### config.mk
export PLATFORM = sky130hd
export DESIGN_NAME = cnt_stim_seq_flat
export DESIGN_NICKNAME = d
export VERILOG_FILES = /design/src/rtl/cnt_stim_seq_if.sv /design/src/rtl/cnt_stim_seq.sv /design/src/flat_wrapper.sv
export SDC_FILE = /design/constraint.sdc
export NUM_CORES = 1
export LEC_CHECK = 0
export BUFFER_PORTS_ARGS = -buffer_cell sky130_fd_sc_hd__buf_4
export CAP_MARGIN = 0
export CORE_UTILIZATION = 47
export CTS_CLUSTER_SIZE = 12
export DETAILED_ROUTE_END_ITERATION = 8
export HOLD_SLACK_MARGIN = 0.15
export PLACE_DENSITY = 0.79
export SLEW_MARGIN = 20
export SYNTH_ARGS = -nofsm -noshare
export SYNTH_HDL_FRONTEND = slang
export SYNTH_SLANG_ARGS = --single-unit
### constraint.sdc
create_clock -name clk -period 4.05 [get_ports clk]
set_input_delay 1.215 -clock clk [delete_from_list [all_inputs] [get_ports clk]]
set_output_delay 1.215 -clock clk [all_outputs]
set_load 0.005 [all_outputs]
### src/rtl/cnt_stim_seq_if.sv
// rtl/cnt_stim_seq_if.sv - command channel into the counter stimulus sequencer
`timescale 1ns/1ps

interface cnt_stim_seq_if #(
    parameter int N = 8
);
    logic         cmd_valid;
    logic         cmd_ready;
    logic [1:0]   cmd_op;
    logic [N-1:0] cmd_arg;

    modport master (
        output cmd_valid,
        output cmd_op,
        output cmd_arg,
        input  cmd_ready
    );

    modport slave (
        input  cmd_valid,
        input  cmd_op,
        input  cmd_arg,
        output cmd_ready
    );
endinterface

### src/rtl/cnt_stim_seq.sv
// rtl/cnt_stim_seq.sv - command-driven stimulus sequencer and self-checker for a universal counter
`timescale 1ns/1ps

module cnt_stim_seq #(
    parameter int N     = 8,
    parameter int ERR_W = 8
) (
    input  logic             clk,
    input  logic             reset,
    cnt_stim_seq_if.slave    cmd,
    output logic             syn_clr,
    output logic             load,
    output logic             en,
    output logic             up,
    output logic [N-1:0]     d,
    input  logic [N-1:0]     dut_q,
    input  logic             chk_en,
    input  logic             err_clr,
    output logic             busy,
    output logic             done,
    output logic [N-1:0]     exp_q,
    output logic             err,
    output logic [ERR_W-1:0] err_cnt
);

    typedef enum logic [1:0] {
        S_IDLE = 2'd0,
        S_RUN  = 2'd1,
        S_DONE = 2'd2
    } state_t;

    localparam logic [1:0]       OP_UP   = 2'b00;
    localparam logic [1:0]       OP_DN   = 2'b01;
    localparam logic [1:0]       OP_LOAD = 2'b10;
    localparam logic [N-1:0]     ONE_N   = {{(N-1){1'b0}}, 1'b1};
    localparam logic [ERR_W-1:0] ONE_E   = {{(ERR_W-1){1'b0}}, 1'b1};
    localparam logic [ERR_W-1:0] ERR_MAX = {ERR_W{1'b1}};

    state_t       state, state_nxt;
    logic [N-1:0] rem, rem_nxt;
    logic         ready_q, ready_nxt;
    logic         syn_clr_nxt, load_nxt, en_nxt, up_nxt;
    logic [N-1:0] d_nxt;
    logic         busy_nxt, done_nxt;
    logic         accept;

    assign cmd.cmd_ready = ready_q;
    assign accept        = cmd.cmd_valid && ready_q;

    // State and every control output are registered; an abort by reset leaves nothing to resume
    always_ff @(posedge clk or negedge reset) begin
        if (!reset) begin
            state   <= S_IDLE;
            rem     <= '0;
            ready_q <= 1'b1;
            syn_clr <= 1'b0;
            load    <= 1'b0;
            en      <= 1'b0;
            up      <= 1'b0;
            d       <= '0;
            busy    <= 1'b0;
            done    <= 1'b0;
        end else begin
            state   <= state_nxt;
            rem     <= rem_nxt;
            ready_q <= ready_nxt;
            syn_clr <= syn_clr_nxt;
            load    <= load_nxt;
            en      <= en_nxt;
            up      <= up_nxt;
            d       <= d_nxt;
            busy    <= busy_nxt;
            done    <= done_nxt;
        end
    end

    // Next state and next control values; DONE behaves like IDLE for acceptance
    always_comb begin
        state_nxt   = state;
        rem_nxt     = rem;
        ready_nxt   = ready_q;
        syn_clr_nxt = syn_clr;
        load_nxt    = load;
        en_nxt      = en;
        up_nxt      = up;
        d_nxt       = d;
        busy_nxt    = busy;
        done_nxt    = 1'b0;
        case (state)
            S_RUN: begin
                rem_nxt = rem - ONE_N;
                if (rem == ONE_N) begin
                    syn_clr_nxt = 1'b0;
                    load_nxt    = 1'b0;
                    en_nxt      = 1'b0;
                    up_nxt      = 1'b0;
                    done_nxt    = 1'b1;
                    ready_nxt   = 1'b1;
                    state_nxt   = S_DONE;
                end
            end
            default: begin
                state_nxt   = S_IDLE;
                ready_nxt   = 1'b1;
                busy_nxt    = 1'b0;
                syn_clr_nxt = 1'b0;
                load_nxt    = 1'b0;
                en_nxt      = 1'b0;
                up_nxt      = 1'b0;
                if (accept) begin
                    ready_nxt = 1'b0;
                    busy_nxt  = 1'b1;
                    case (cmd.cmd_op)
                        OP_UP, OP_DN: begin
                            if (cmd.cmd_arg == '0) begin
                                // Zero-length count completes without any enable cycle
                                done_nxt  = 1'b1;
                                ready_nxt = 1'b1;
                                state_nxt = S_DONE;
                            end else begin
                                en_nxt    = 1'b1;
                                up_nxt    = (cmd.cmd_op == OP_UP);
                                rem_nxt   = cmd.cmd_arg;
                                state_nxt = S_RUN;
                            end
                        end
                        OP_LOAD: begin
                            load_nxt  = 1'b1;
                            d_nxt     = cmd.cmd_arg;
                            rem_nxt   = ONE_N;
                            state_nxt = S_RUN;
                        end
                        default: begin
                            syn_clr_nxt = 1'b1;
                            rem_nxt     = ONE_N;
                            state_nxt   = S_RUN;
                        end
                    endcase
                end
            end
        endcase
    end

    // Reference model tracks the counter from the same registered controls the DUT sees
    always_ff @(posedge clk or negedge reset) begin
        if (!reset) begin
            exp_q <= '0;
        end else if (syn_clr) begin
            exp_q <= '0;
        end else if (load) begin
            exp_q <= d;
        end else if (en) begin
            exp_q <= up ? (exp_q + ONE_N) : (exp_q - ONE_N);
        end
    end

    // Mismatch checker; an explicit clear beats a mismatch in the same cycle
    always_ff @(posedge clk or negedge reset) begin
        if (!reset) begin
            err     <= 1'b0;
            err_cnt <= '0;
        end else if (err_clr) begin
            err     <= 1'b0;
            err_cnt <= '0;
        end else if (chk_en && (dut_q != exp_q)) begin
            err <= 1'b1;
            if (err_cnt != ERR_MAX) begin
                err_cnt <= err_cnt + ONE_E;
            end
        end
    end

endmodule

### src/flat_wrapper.sv
// flat-port wrapper written by rule: the top's interface ports become plain ports
module cnt_stim_seq_flat 
#(
    parameter int N     = 8,
    parameter int ERR_W = 8
)
  (clk, reset, syn_clr, load, en, up, d, dut_q, chk_en, err_clr, busy, done, exp_q, err, err_cnt, cmd_cmd_valid, cmd_cmd_op, cmd_cmd_arg, cmd_cmd_ready);
  cnt_stim_seq_if #(.N(N)) cmd_i ();
  input  logic clk;
  input  logic reset;
  output logic syn_clr;
  output logic load;
  output logic en;
  output logic up;
  output logic [N-1:0] d;
  input  logic [N-1:0] dut_q;
  input  logic chk_en;
  input  logic err_clr;
  output logic busy;
  output logic done;
  output logic [N-1:0] exp_q;
  output logic err;
  output logic [ERR_W-1:0] err_cnt;
  input wire logic [$bits(cmd_i.cmd_valid)-1:0] cmd_cmd_valid;
  input wire logic [$bits(cmd_i.cmd_op)-1:0] cmd_cmd_op;
  input wire logic [$bits(cmd_i.cmd_arg)-1:0] cmd_cmd_arg;
  output wire logic [$bits(cmd_i.cmd_ready)-1:0] cmd_cmd_ready;
  assign cmd_i.cmd_valid = cmd_cmd_valid;
  assign cmd_i.cmd_op = cmd_cmd_op;
  assign cmd_i.cmd_arg = cmd_cmd_arg;
  assign cmd_cmd_ready = cmd_i.cmd_ready;
  cnt_stim_seq #(.N(N), .ERR_W(ERR_W)) u_core (.clk(clk), .reset(reset), .cmd(cmd_i), .syn_clr(syn_clr), .load(load), .en(en), .up(up), .d(d), .dut_q(dut_q), .chk_en(chk_en), .err_clr(err_clr), .busy(busy), .done(done), .exp_q(exp_q), .err(err), .err_cnt(err_cnt));
endmodule
==> insert_results.sql, run 1 <==
INSERT INTO impl_metrics (metric_group, metric, value, unit) VALUES
('timing', 'fin_worst_skew', '0.00930', 'ns'),
('global_routing', 'grt_start_max_net_pins', '43', ''),
('timing', 'post-route-period-util', '58.8', '%'),
('global_routing', 'vias_in_the_first_global_route', '1986', ''),
('floorplanning', 'rows', '25', ''),
('pwr', 'ir_drop', '0.360', 'mV'),
('pwr', 'cell_internal_pwr', '1.34', 'mW'),
('status', 'result_of_the_run', 'finished clean', ''),
('min_path', 'min-delay-path-class', 'reg -> reg', ''),
('synthesis', 'synth_edf_count', '0', ''),
('timing', 'timing_worst_slew_pin_value', '0.538', 'ns'),
('clock_tree', 'cts_root_buffer', 'sky130_fd_sc_hd__clkbuf_8', ''),
('place', 'gp_congestion', '0.914', ''),
('clock_tree', 'cts_hold_buffers', '0', ''),
('worst_setup_path', 'worstSetupStartpointType', 'register', ''),
('timing', 'worst_slew_margin_rel', '64.2', '%'),
('worst_setup_path', 'worstPathRequired', '2.83', 'ns'),
('cells_and_area', 'final_common_cell', 'sky130_fd_sc_hd__buf_4', ''),
('timing', 'final-setup-viol-count', '0', ''),
('floorplanning', 'die_area', '5410', 'um^2'),
('worst_setup_path', 'cp.buffers_inverters', '1', ''),
('synthesis', 'synth_seq_area_share', '43.7', '%'),
('floorplanning', 'fp.dieW', '73.6', 'um'),
('pwr', 'share_seq_of_total_power', '35.5', '%'),
('route', 'detailedRoute.firstIterationViolations', '135', ''),
('min_path', 'worstHoldStart', 'u_core.busy', ''),
('synthesis', 'synthAdderAreaFrac', '5.51', '%'),
('pwr', 'power-per-cell-area', '734', 'nW/um^2'),
('synthesis', 'syn-mean-instance-area', '9.87', 'um^2'),
('synthesis', 'synth-compound-area-share', '18.2', '%'),
('synthesis', 'yosys_register_bits', '42', ''),
('worst_setup_path', 'critPathSlowestCell', 'sky130_fd_sc_hd__dfrtp_1', ''),
('timing', 'timing.final.ws_setup', '1.67', 'ns'),
('worst_setup_path', 'worst_setup_path_startpoint', 'u_core.load', ''),
('place', 'placed_area', '2850', 'um^2'),
('synthesis', 'synth_fp_nets', '277', ''),
('worst_setup_path', 'end_kind', 'output port', ''),
('clock_tree', 'cts_setup_buffers', '0', ''),
('cells_and_area', 'area_overhead_vs_synth', '24.1', '%'),
('worst_setup_path', 'timing.critical_path.max_delay_family', 'flip-flops', ''),
('synthesis', 'yosys_most_used_dff', 'sky130_fd_sc_hd__dfrtp_1', ''),
('pwr', 'power_frac_comb', '46.4', '%'),
('cells_and_area', 'post_route_cells_drive_above_1_share', '26.8', '%'),
('cells_and_area', 'fill_cells', '428', ''),
('route', 'route.antenna.remaining_nets', '0', ''),
('pwr', 'total_leakage_power', '1.35', 'nW'),
('route', 'drtPass1Iterations', '4', ''),
('global_routing', 'gr-total-overflow', '0', ''),
('clock_tree', 'worst_setup_hold_path_clk_slew', '0.09', 'ns'),
('synthesis', 'xor_xnor_share_of_the_synthesized_area', '5.09', '%'),
('clock_tree', 'cts_buffer_depth', '2', ''),
('pwr', 'p_sw', '0.854', 'mW'),
('worst_setup_path', 'worst-endpoint-arrival', '1.17', 'ns'),
('cells_and_area', 'layout.nets', '330', ''),
('floorplanning', 'die_height', '73.6', 'um'),
('synthesis', 'yosys.cell_types.count', '57', ''),
('synthesis', 'yosys_warnings', '0', ''),
('synthesis', 'ys_async_sr_fraction', '100', '%'),
('timing', 'fin_worst_hold_slack', '0.498', 'ns'),
('clock_tree', 'cts.repair.resized', '0', ''),
('clock_tree', 'clk_latency', '0.29', 'ns'),
('global_routing', 'gr-usage-all-layers', '22.7', '%'),
('route', 'drt_wl_total', '5610', 'um'),
('synthesis', 'combined_area_of_all_synthesized_cells', '2410', 'um^2'),
('synthesis', 'combinational_family_with_the_most_area_after_synthesis', 'simple AND/OR/NAND/NOR gates', ''),
('worst_setup_path', 'critical_r2r_launch', 'u_core.up', ''),
('floorplanning', 'io_pins', '55', ''),
('route', 'routed_via_density', '5.71', ''),
('cells_and_area', 'mostFrequentLayoutCells', '54 x sky130_fd_sc_hd__buf_4, 41 x sky130_fd_sc_hd__dfrtp_1, 19 x sky130_fd_sc_hd__nand2_1', ''),
('cells_and_area', 'n_antenna_cell', '0', ''),
('clock_tree', 'tritoncts', 'yes', '');
flip-flops by register name, indices dropped and copies added, names as in the netlist:
register	flops
u_core.err_cnt	8
u_core.up	1
u_core.exp_q	8
u_core.en	1
u_core.cmd.cmd_ready	1
u_core.rem	8
u_core.load	1
u_core.err	1
u_core.d	8
u_core.done	1
u_core.state	2
u_core.syn_clr	1
u_core.busy	1
cells by family after synthesis:
| kind of cell | count (synthesis) |
|---|---|
| compound gates | 63 |
| xor+xnor | 14 |
| fa+ha+maj | 10 |
| buf+inv | 20 |
| flops | 42 |
| mux | 11 |
| simple gates | 84 |
per-stage QoR:
stage          utilization [%]  power [mW]  cells
2_1_floorplan                -        1.44    244
3_3_place_gp              59.2        1.77    357
3_5_place_dp              59.2        1.80    357
4_1_cts                   62.1        2.20    365
5_1_grt                   62.1        2.36    365
6_report                  62.1        2.19    365
synth_stat cells (2+ instances only):
| cell type | instances | area share (%) |
|---|---|---|
| sky130_fd_sc_hd__dfrtp_1 | 41 | 43 |
| sky130_fd_sc_hd__nand2_1 | 19 | 3.0 |
| sky130_fd_sc_hd__nor2_1 | 18 | 2.8 |
| sky130_fd_sc_hd__a21oi_1 | 14 | 2.9 |
| sky130_fd_sc_hd__inv_1 | 12 | 1.9 |
| sky130_fd_sc_hd__xnor2_1 | 12 | 4.4 |
| sky130_fd_sc_hd__o21ai_0 | 11 | 2.3 |
| sky130_fd_sc_hd__ha_1 | 9 | 4.7 |
| sky130_fd_sc_hd__mux2_2 | 9 | 4.2 |
| sky130_fd_sc_hd__nor2b_1 | 7 | 1.8 |
| sky130_fd_sc_hd__a211oi_1 | 6 | 1.9 |
| sky130_fd_sc_hd__nand3_1 | 6 | 1.2 |
| sky130_fd_sc_hd__and3_1 | 5 | 1.3 |
| sky130_fd_sc_hd__o211ai_1 | 5 | 1.6 |
| sky130_fd_sc_hd__nand4_1 | 4 | 1.0 |
| sky130_fd_sc_hd__nor3_1 | 4 | 0.83 |
| sky130_fd_sc_hd__or3_1 | 4 | 1.0 |
| sky130_fd_sc_hd__a21o_1 | 3 | 0.93 |
| sky130_fd_sc_hd__a221oi_1 | 3 | 1.1 |
| sky130_fd_sc_hd__clkbuf_1 | 3 | 0.47 |
| sky130_fd_sc_hd__nand2b_1 | 3 | 0.78 |
| sky130_fd_sc_hd__nor4_1 | 3 | 0.78 |
| sky130_fd_sc_hd__buf_1 | 2 | 0.31 |
| sky130_fd_sc_hd__buf_6 | 2 | 0.93 |
| sky130_fd_sc_hd__mux2i_1 | 2 | 0.83 |
| sky130_fd_sc_hd__nand3b_1 | 2 | 0.62 |
| sky130_fd_sc_hd__o21ai_1 | 2 | 0.42 |
| sky130_fd_sc_hd__o32ai_1 | 2 | 0.73 |
| sky130_fd_sc_hd__or4_1 | 2 | 0.62 |
| sky130_fd_sc_hd__xor2_1 | 2 | 0.73 |
worst min-delay path, stage by stage, from the launching register on:
cell	delay, ns
sky130_fd_sc_hd__dfrtp_1	0.35
sky130_fd_sc_hd__nand2_1	0.06
sky130_fd_sc_hd__nand2_1	0.06
per-layer routing:
metal  wire length [um]  GRT usage, %  share of wire (%)  vias to the layer above
met5                  0             0                  0                        -
met4                 66          5.34                1.2                        0
met3                337          3.29                6.0                        9
met2               2690          37.9                 48                       70
met1               2520          31.2                 45                     1001
li1                   -             -                  -                     1003
power groups by stage:
stage                     clock (mW)  combinational (mW)  sequential [mW]
final                          0.398                1.02            0.778
after global routing           0.423                1.14            0.803
after CTS                      0.403                1.02            0.777
after detailed placement           0                1.01            0.783
after global placement             0               0.994            0.781
after floorplan                    0               0.724            0.715
path summary, 6_finish.rpt:
kind | endpoint | slack, ns | cells past startpoint
max reg2reg | u_core.exp_q[7] | 1.76 | 7
max | load | 1.67 | 1
min | u_core.busy | 0.50 | 2
min in group asynchronous | u_core.exp_q[1] | 0.90 | 1
min reg2reg | u_core.busy | 0.50 | 2
max in group asynchronous | u_core.cmd.cmd_ready | 2.77 | 1
layout make-up:
class / instances / area (um^2) / share of cell area [%]
Timing Repair Buffer: 54 / 405 / 13.6
Tap cell: 67 / 83.8 / 2.80
Clock inverter: 3 / 68.8 / 2.30
Sequential cell: 42 / 1050 / 35.2
Inverter: 12 / 45.0 / 1.51
Clock buffer: 5 / 68.8 / 2.30
Multi-Input combinational cell: 182 / 1260 / 42.3
Note: power is estimated with default switching activity, not from simulation.
==> run 2, diff against run 1 <==
==> constraint.sdc (replaced) <==
create_clock -name clk -period 2.35 [get_ports clk]
set_input_delay 0.705 -clock clk [delete_from_list [all_inputs] [get_ports clk]]
set_output_delay 0.705 -clock clk [all_outputs]
set_load 0.005 [all_outputs]
==> insert_results.sql, run 2 (synthesized netlist as in run 1, its figures left out) <==
INSERT INTO impl_metrics (metric_group, metric, value, unit) VALUES
('status', 'result_of_the_run', 'finished clean', ''),
('route', 'route.antenna.remaining_nets', '0', ''),
('route', 'avgRoutedWirePerCell', '15.2', 'um'),
('worst_setup_path', 'worst-r2r-cell-count', '8', ''),
('worst_setup_path', 'worst-endpoint-arrival', '2.35', 'ns'),
('place', 'io_buffer_count', '54', ''),
('place', 'detailed_place_hpwl', '4280', 'um'),
('pwr', 'clockPowerShare', '12.7', '%'),
('cells_and_area', 'fill_cells', '439', ''),
('clock_tree', 'worst_setup_hold_path_clk_slew', '0.08', 'ns'),
('global_routing', 'grt_start_max_net_pins', '43', ''),
('pwr', 'total_leakage_power', '1.34', 'nW'),
('worst_setup_path', 'worst-r2r-setup-slack', '0.18', 'ns'),
('cells_and_area', 'end_of_flow_core_utilization', '61.6', '%'),
('global_routing', 'gr-usage-all-layers', '22.7', '%'),
('timing', 'maxSlewViolCount', '0', ''),
('worst_setup_path', 'critical_r2r_launch', 'u_core.up', ''),
('route', 'detailedRoute.firstIterationViolations', '119', ''),
('worst_setup_path', 'critPathKind', 'reg -> reg', ''),
('clock_tree', 'clk_latency', '0.29', 'ns'),
('worst_setup_path', 'timing.critical_path.max_delay_family', 'compound AO/OA/AOI/OAI gates', ''),
('global_routing', 'number_of_antenna_violations_at_the_first_check_in_global_routing', '0', ''),
('cells_and_area', 'layout.nets', '333', ''),
('cells_and_area', 'area_overhead_vs_synth', '23.1', '%'),
('cells_and_area', 'register_area', '1050', 'um^2'),
('timing', 'unrepaired_setup_endpoints_after_global_routing', 'false', ''),
('timing', 'period_needed', '2.17', 'ns'),
('clock_tree', 'tritoncts', 'yes', ''),
('worst_setup_path', 'critPathSlowestCell', 'sky130_fd_sc_hd__fa_1', ''),
('flow_run', 'max-cap-violations', '0', ''),
('timing', 'timing.final.hold_violations', '0', ''),
('worst_setup_path', 'worstSetupStartpointType', 'register', ''),
('pwr', 'power', '3.59', 'mW'),
('place', 'gp_congestion', '0.893', ''),
('floorplanning', 'io_pins', '55', ''),
('clock_tree', 'cts_buffer_depth', '2', ''),
('pwr', 'power_frac_comb', '50.6', '%'),
('cells_and_area', 'n_antenna_cell', '0', ''),
('timing', 'timing.final.ws_setup', '0.185', 'ns'),
('worst_setup_path', 'critical-path-max-stage-delay', '0.45', 'ns'),
('pwr', 'power-per-cell-area', '1210', 'nW/um^2'),
('cells_and_area', 'final_common_cell', 'sky130_fd_sc_hd__buf_4', ''),
('worst_setup_path', 'worstPathRequired', '2.54', 'ns'),
('pwr', 'ir_drop', '0.575', 'mV'),
('route', 'drt_wl_total', '5600', 'um'),
('clock_tree', 'cts_made_buffers', '5', ''),
('floorplanning', 'die_area', '5410', 'um^2'),
('timing', 'final-setup-viol-count', '0', ''),
('worst_setup_path', 'cp.buffers_inverters', '2', ''),
('global_routing', 'gr-total-overflow', '0', ''),
('cells_and_area', 'post_route_cells_drive_above_1_share', '27.6', '%'),
('floorplanning', 'die_height', '73.6', 'um'),
('cells_and_area', 'multi_input_comb_area', '1270', 'um^2'),
('pwr', 'p_sw', '1.47', 'mW'),
('timing', 'timing_worst_slew_pin_value', '0.542', 'ns'),
('cells_and_area', 'mostFrequentLayoutCells', '57 x sky130_fd_sc_hd__buf_4, 41 x sky130_fd_sc_hd__dfrtp_1, 19 x sky130_fd_sc_hd__nand2_1', ''),
('floorplanning', 'initial_core_utilization', '50.0', '%'),
('place', 'dp_slack', '0.131', 'ns'),
('timing', 'fin_worst_skew', '0.00350', 'ns'),
('route', 'detailroute.via_count', '2061', ''),
('floorplanning', 'fp.dieW', '73.6', 'um'),
('clock_tree', 'cts.sinks', '42', ''),
('clock_tree', 'cts_setup_buffers', '0', ''),
('worst_setup_path', 'end_kind', 'register', ''),
('pwr', 'p_sw_share', '41.0', '%'),
('floorplanning', 'design.core.area', '4820', 'um^2'),
('timing', 'post-route-period-util', '92.1', '%'),
('timing', 'fin_tns_setup', '0', 'ns'),
('timing', 'fin_worst_hold_slack', '0.394', 'ns'),
('timing', 'worst_slew_margin_rel', '63.9', '%'),
('route', 'routed_via_density', '5.60', ''),
('global_routing', 'vias_in_the_first_global_route', '1918', ''),
('pwr', 'share_seq_of_total_power', '36.6', '%'),
('route', 'drc', '0', ''),
('pwr', 'cell_internal_pwr', '2.12', 'mW'),
('min_path', 'min-delay-path-class', 'in -> async', ''),
('global_routing', 'grt_pass1_wl', '9280', 'um'),
('clock_tree', 'cts_root_buffer', 'sky130_fd_sc_hd__clkbuf_8', ''),
('clock_tree', 'cts_max_level', '2', ''),
('floorplanning', 'rows', '25', ''),
('worst_setup_path', 'cp_cell_sequence', 'inv_1 > buf_4 > fa_1 > a21o_1 > a21oi_2 > xnor2_1 > nand2_1 > a221oi_1', ''),
('worst_setup_path', 'critPathMaxFanout', '6', ''),
('timing', 'timing.fmax', '0.462', 'GHz'),
('route', 'drtPass1Iterations', '4', ''),
('worst_setup_path', 'timing.rr.end', 'u_core.exp_q[4]', '');
==> run 2: cell count changes in the layout (fill, tap and decap cells not counted) <==
cell,change
sky130_fd_sc_hd__a21oi_1,-1
sky130_fd_sc_hd__a2111oi_1,+1
sky130_fd_sc_hd__buf_4,+3
sky130_fd_sc_hd__clkinv_2,+1
sky130_fd_sc_hd__clkbuf_1,+1
sky130_fd_sc_hd__a2111oi_0,-1
sky130_fd_sc_hd__a21oi_2,+1
sky130_fd_sc_hd__bufinv_16,-2
==> run 2: how the worst max path moves through the flow <==
stage              start               to  depth (start not counted)
3_3_place_gp   u_core.up  u_core.exp_q[4]                          8
2_1_floorplan  u_core.up  u_core.exp_q[7]                          7
4_1_cts        u_core.up  u_core.exp_q[4]                          8
3_5_place_dp   u_core.up  u_core.exp_q[4]                          8
5_1_grt        u_core.up  u_core.exp_q[4]                          8
6_report       u_core.up  u_core.exp_q[4]                          8
==> run 2: repair_timing <==
action	in CTS	in global routing
hold endpoints to repair	0	0
setup endpoints to repair	0	2
hold buffers	0	0
resized for setup	0	2
==> run 2: per-layer routing <==
layer / wire (um) / vias to the layer above / track usage, %
met5: 0 / - / 0
met4: 33 / 0 / 5.77
met3: 285 / 4 / 4.39
met2: 2760 / 59 / 35.7
met1: 2520 / 993 / 32.4
li1: - / 1005 / -
==> run 2: metrics by stage <==
stage / std cells / instance area [um^2]
floorplan: 244 / 2410
global placement: 360 / 2870
detailed placement: 360 / 2870
CTS: 368 / 2960
global route: 368 / 2970
finish: 368 / 2970
==> run 2: area by class of cell <==
type	instances	share of cell area, %
clock buffers	6	2.45
well taps	67	2.83
multi-input cells	182	42.8
flip-flops and latches	42	35.5
inverters	12	1.52
clock inverters	2	0.464
repair buffers	57	14.4
==> run 2: power by group through the flow <==
stage / registers (mW) / clock network [mW] / logic (mW)
final: 1.32 / 0.458 / 1.82
after CTS: 1.32 / 0.473 / 1.80
after global placement: 1.33 / 0 / 1.77
after detailed placement: 1.33 / 0 / 1.78
after floorplan: 1.23 / 0 / 1.25
after global routing: 1.36 / 0.499 / 2.05
==> run 3, diff against run 2 <==
--- a/config.mk
+++ b/config.mk
@@ -5,13 +5,14 @@
 export SDC_FILE = /design/constraint.sdc
 export NUM_CORES = 1
 export LEC_CHECK = 0
+export ABC_AREA = 1
 export BUFFER_PORTS_ARGS = -buffer_cell sky130_fd_sc_hd__buf_4
 export CAP_MARGIN = 0
-export CORE_UTILIZATION = 47
+export CORE_UTILIZATION = 53
 export CTS_CLUSTER_SIZE = 12
 export DETAILED_ROUTE_END_ITERATION = 8
 export HOLD_SLACK_MARGIN = 0.15
-export PLACE_DENSITY = 0.79
+export PLACE_DENSITY = 0.86
 export SLEW_MARGIN = 20
 export SYNTH_ARGS = -nofsm -noshare
 export SYNTH_HDL_FRONTEND = slang
==> constraint.sdc (replaced) <==
create_clock -name clk -period 2.35 [get_ports clk]
set_input_delay 0.47 -clock clk [delete_from_list [all_inputs] [get_ports clk]]
set_output_delay 0.47 -clock clk [all_outputs]
set_load 0.005 [all_outputs]
==> insert_results.sql, run 3 <==
INSERT INTO impl_metrics (metric_group, metric, value, unit) VALUES
('status', 'result_of_the_run', 'finished clean', ''),
('pwr', 'clockPowerShare', '13.2', '%'),
('worst_setup_path', 'crit_top_cell', 'sky130_fd_sc_hd__nand2_1', ''),
('synthesis', 'synth-compound-area-share', '10.4', '%'),
('worst_setup_path', 'critical_r2r_launch', 'u_core.up', ''),
('clock_tree', 'cts_made_buffers', '5', ''),
('clock_tree', 'cts_hold_buffers', '0', ''),
('pwr', 'cell_internal_pwr', '2.07', 'mW'),
('route', 'route.antenna.remaining_nets', '0', ''),
('worst_setup_path', 'cp.buffers_inverters', '1', ''),
('synthesis', 'yosys_most_used_dff', 'sky130_fd_sc_hd__dfrtp_1', ''),
('clock_tree', 'cts_max_level', '2', ''),
('timing', 'unrepaired_setup_endpoints_after_global_routing', 'false', ''),
('clock_tree', 'tritoncts', 'yes', ''),
('pwr', 'total_leakage_power', '1.75', 'nW'),
('floorplanning', 'rows', '25', ''),
('synthesis', 'yosys_warnings', '0', ''),
('place', 'io_buffer_count', '54', ''),
('synthesis', 'yosys_register_bits', '42', ''),
('cells_and_area', 'multi_input_comb_area', '1360', 'um^2'),
('pwr', 'power-per-cell-area', '1170', 'nW/um^2'),
('route', 'detailedRoute.firstIterationViolations', '163', ''),
('worst_setup_path', 'end_kind', 'register', ''),
('synthesis', 'synth_edf_count', '0', ''),
('clock_tree', 'worst_setup_hold_path_clk_slew', '0.09', 'ns'),
('cells_and_area', 'n_antenna_cell', '0', ''),
('worst_setup_path', 'worstPathRequired', '2.55', 'ns'),
('route', 'drt_wl_total', '6030', 'um'),
('synthesis', 'synth_top_area_cell', 'sky130_fd_sc_hd__dfrtp_1', ''),
('clock_tree', 'cts_root_buffer', 'sky130_fd_sc_hd__clkbuf_8', ''),
('clock_tree', 'cts.repair.resized', '0', ''),
('route', 'routed_via_density', '5.23', ''),
('synthesis', 'synthDominantCellAreaShare', '39.1', '%'),
('floorplanning', 'die_area', '5230', 'um^2'),
('pwr', 'power_frac_comb', '54.3', '%'),
('synthesis', 'synthAdderAreaFrac', '5.06', '%'),
('clock_tree', 'clk_latency', '0.30', 'ns'),
('place', 'dp_slack', '0.553', 'ns'),
('timing', 'post-route-period-util', '77.4', '%'),
('route', 'drtPass1Iterations', '4', ''),
('route', 'avgRoutedWirePerCell', '12.9', 'um'),
('floorplanning', 'design.core.area', '4750', 'um^2'),
('timing', 'fin_tns_setup', '0', 'ns'),
('clock_tree', 'cts_setup_buffers', '0', ''),
('synthesis', 'syn-mean-instance-area', '7.66', 'um^2'),
('worst_setup_path', 'worst-r2r-cell-count', '9', ''),
('timing', 'fin_worst_skew', '0.0103', 'ns'),
('route', 'detailroute.via_count', '2448', ''),
('clock_tree', 'cts.sinks', '42', ''),
('timing', 'timing_worst_slew_pin_value', '0.544', 'ns'),
('flow_run', 'max-cap-violations', '0', ''),
('timing', 'timing.final.hold_violations', '0', ''),
('global_routing', 'grt_start_max_net_pins', '43', ''),
('global_routing', 'gr-total-overflow', '0', ''),
('worst_setup_path', 'worst-endpoint-arrival', '2.01', 'ns'),
('global_routing', 'vias_in_the_first_global_route', '2326', ''),
('place', 'detailed_place_hpwl', '4450', 'um'),
('timing', 'worst_slew_margin_rel', '63.7', '%'),
('place', 'gp_congestion', '0.952', ''),
('route', 'drc', '0', ''),
('cells_and_area', 'final_common_cell', 'sky130_fd_sc_hd__nand2_1', ''),
('pwr', 'ir_drop', '0.702', 'mV'),
('synthesis', 'synthesis.instances', '342', ''),
('pwr', 'share_seq_of_total_power', '32.5', '%'),
('pwr', 'p_sw', '1.67', 'mW'),
('timing', 'period_needed', '1.82', 'ns'),
('synthesis', 'xor_xnor_share_of_the_synthesized_area', '3.68', '%'),
('cells_and_area', 'fill_cells', '419', ''),
('worst_setup_path', 'timing.critical_path.max_delay_family', 'flip-flops', ''),
('synthesis', 'combinational_family_with_the_most_area_after_synthesis', 'simple AND/OR/NAND/NOR gates', ''),
('global_routing', 'number_of_antenna_violations_at_the_first_check_in_global_routing', '0', ''),
('clock_tree', 'cts_buffer_depth', '2', ''),
('timing', 'final-setup-viol-count', '0', ''),
('min_path', 'min-delay-path-class', 'in -> async', ''),
('synthesis', 'synth_seq_area_share', '40.1', '%'),
('timing', 'timing.final.ws_setup', '0.531', 'ns'),
('cells_and_area', 'post_route_cells_drive_above_1_share', '21.4', '%'),
('synthesis', 'synth_top_cells_by_area', 'sky130_fd_sc_hd__dfrtp_1 39%, sky130_fd_sc_hd__nand2_1 14%, sky130_fd_sc_hd__inv_1 6.6%', ''),
('worst_setup_path', 'worst-r2r-setup-slack', '0.53', 'ns'),
('synthesis', 'synth.area.mux_share', '0', '%'),
('synthesis', 'yosysMostFrequentCell', 'sky130_fd_sc_hd__nand2_1', ''),
('synthesis', 'yosys-top-cells-count', '100 x sky130_fd_sc_hd__nand2_1, 46 x sky130_fd_sc_hd__inv_1, 41 x sky130_fd_sc_hd__dfrtp_1', ''),
('synthesis', 'ys_async_sr_fraction', '100', '%'),
('worst_setup_path', 'critPathMaxFanout', '8', ''),
('timing', 'fin_worst_hold_slack', '0.147', 'ns'),
('worst_setup_path', 'timing.rr.end', 'u_core.exp_q[7]', ''),
('floorplanning', 'fp.dieW', '72.3', 'um'),
('floorplanning', 'initial_core_utilization', '55.1', '%'),
('cells_and_area', 'area_overhead_vs_synth', '21.4', '%'),
('cells_and_area', 'layout.nets', '433', ''),
('worst_setup_path', 'cp_cell_sequence', 'inv_1 > ha_1 > a21oi_1 > a21boi_0 > nand2_1 > nand2_1 > nand3_1 > nand2_1 > nand2_1', ''),
('synthesis', 'synth_simple_gate_area_share', '32.6', '%'),
('worst_setup_path', 'worstSetupStartpointType', 'register', ''),
('timing', 'timing.fmax', '0.550', 'GHz'),
('synthesis', 'synth_fp_nets', '375', ''),
('worst_setup_path', 'critical-path-max-stage-delay', '0.40', 'ns'),
('timing', 'maxSlewViolCount', '0', ''),
('floorplanning', 'io_pins', '55', ''),
('cells_and_area', 'register_area', '1050', 'um^2'),
('worst_setup_path', 'critPathSlowestCell', 'sky130_fd_sc_hd__dfrtp_1', ''),
('global_routing', 'gr-usage-all-layers', '25.6', '%'),
('worst_setup_path', 'critPathKind', 'reg -> reg', ''),
('floorplanning', 'die_height', '72.3', 'um'),
('cells_and_area', 'end_of_flow_core_utilization', '66.9', '%'),
('pwr', 'p_sw_share', '44.6', '%'),
('cells_and_area', 'mostFrequentLayoutCells', '100 x sky130_fd_sc_hd__nand2_1, 54 x sky130_fd_sc_hd__buf_4, 46 x sky130_fd_sc_hd__inv_1', ''),
('global_routing', 'grt_pass1_wl', '10300', 'um'),
('synthesis', 'yosys.cell_types.count', '36', ''),
('synthesis', 'combined_area_of_all_synthesized_cells', '2620', 'um^2');
## run 3: power groups by stage
stage	Clock, mW	Combinational, mW	Sequential (mW)
after floorplan	0	1.42	1.18
after global placement	0	1.95	1.22
after detailed placement	0	2.02	1.22
after CTS	0.504	2.03	1.21
after global routing	0.537	2.33	1.25
final	0.494	2.03	1.22
## run 3: layer usage
layer | wire length (um) | vias up | track usage, %
li1 | - | 1213 | -
met1 | 2680 | 1148 | 33.0
met2 | 2940 | 76 | 42.6
met3 | 305 | 11 | 5.14
met4 | 108 | 0 | 9.37
met5 | 0 | - | 0
## run 3: per-stage QoR
stage                     power [mW]  instances  area [um^2]
after floorplan                 2.60        342         2620
after global placement          3.16        460         3090
after detailed placement        3.24        460         3090
after CTS                       3.74        468         3180
after global routing            4.12        468         3180
final                           3.74        468         3180
## run 3: worst max-delay path by stage
stage | to | slack (ns) | depth (start not counted) | from
2_1_floorplan | u_core.exp_q[6] | 0.73 | 8 | u_core.up
3_3_place_gp | u_core.exp_q[7] | 0.64 | 10 | u_core.up
3_5_place_dp | u_core.exp_q[7] | 0.55 | 9 | u_core.up
4_1_cts | u_core.exp_q[7] | 0.54 | 9 | u_core.up
5_1_grt | u_core.exp_q[7] | 0.32 | 10 | u_core.up
6_report | u_core.exp_q[7] | 0.53 | 9 | u_core.up
## run 3: layout make-up
type                            instances  area share, %
Clock buffer                            7           2.71
Inverter                               49           6.10
Sequential cell                        42           33.1
Tap cell                               67           2.63
Clock inverter                          1          0.157
Timing Repair Buffer                   54           12.7
Multi-Input combinational cell        248           42.6
## run 3: kinds of logic (layout without fill, tap and decap cells)
group,after synthesis,after routing
AO/OA/AOI/OAI,44,44
XOR/XNOR,11,11
adder cells (fa/ha/maj),10,10
buffers and inverters,52,111
flip-flops,42,42
AND/OR/NAND/NOR,183,183
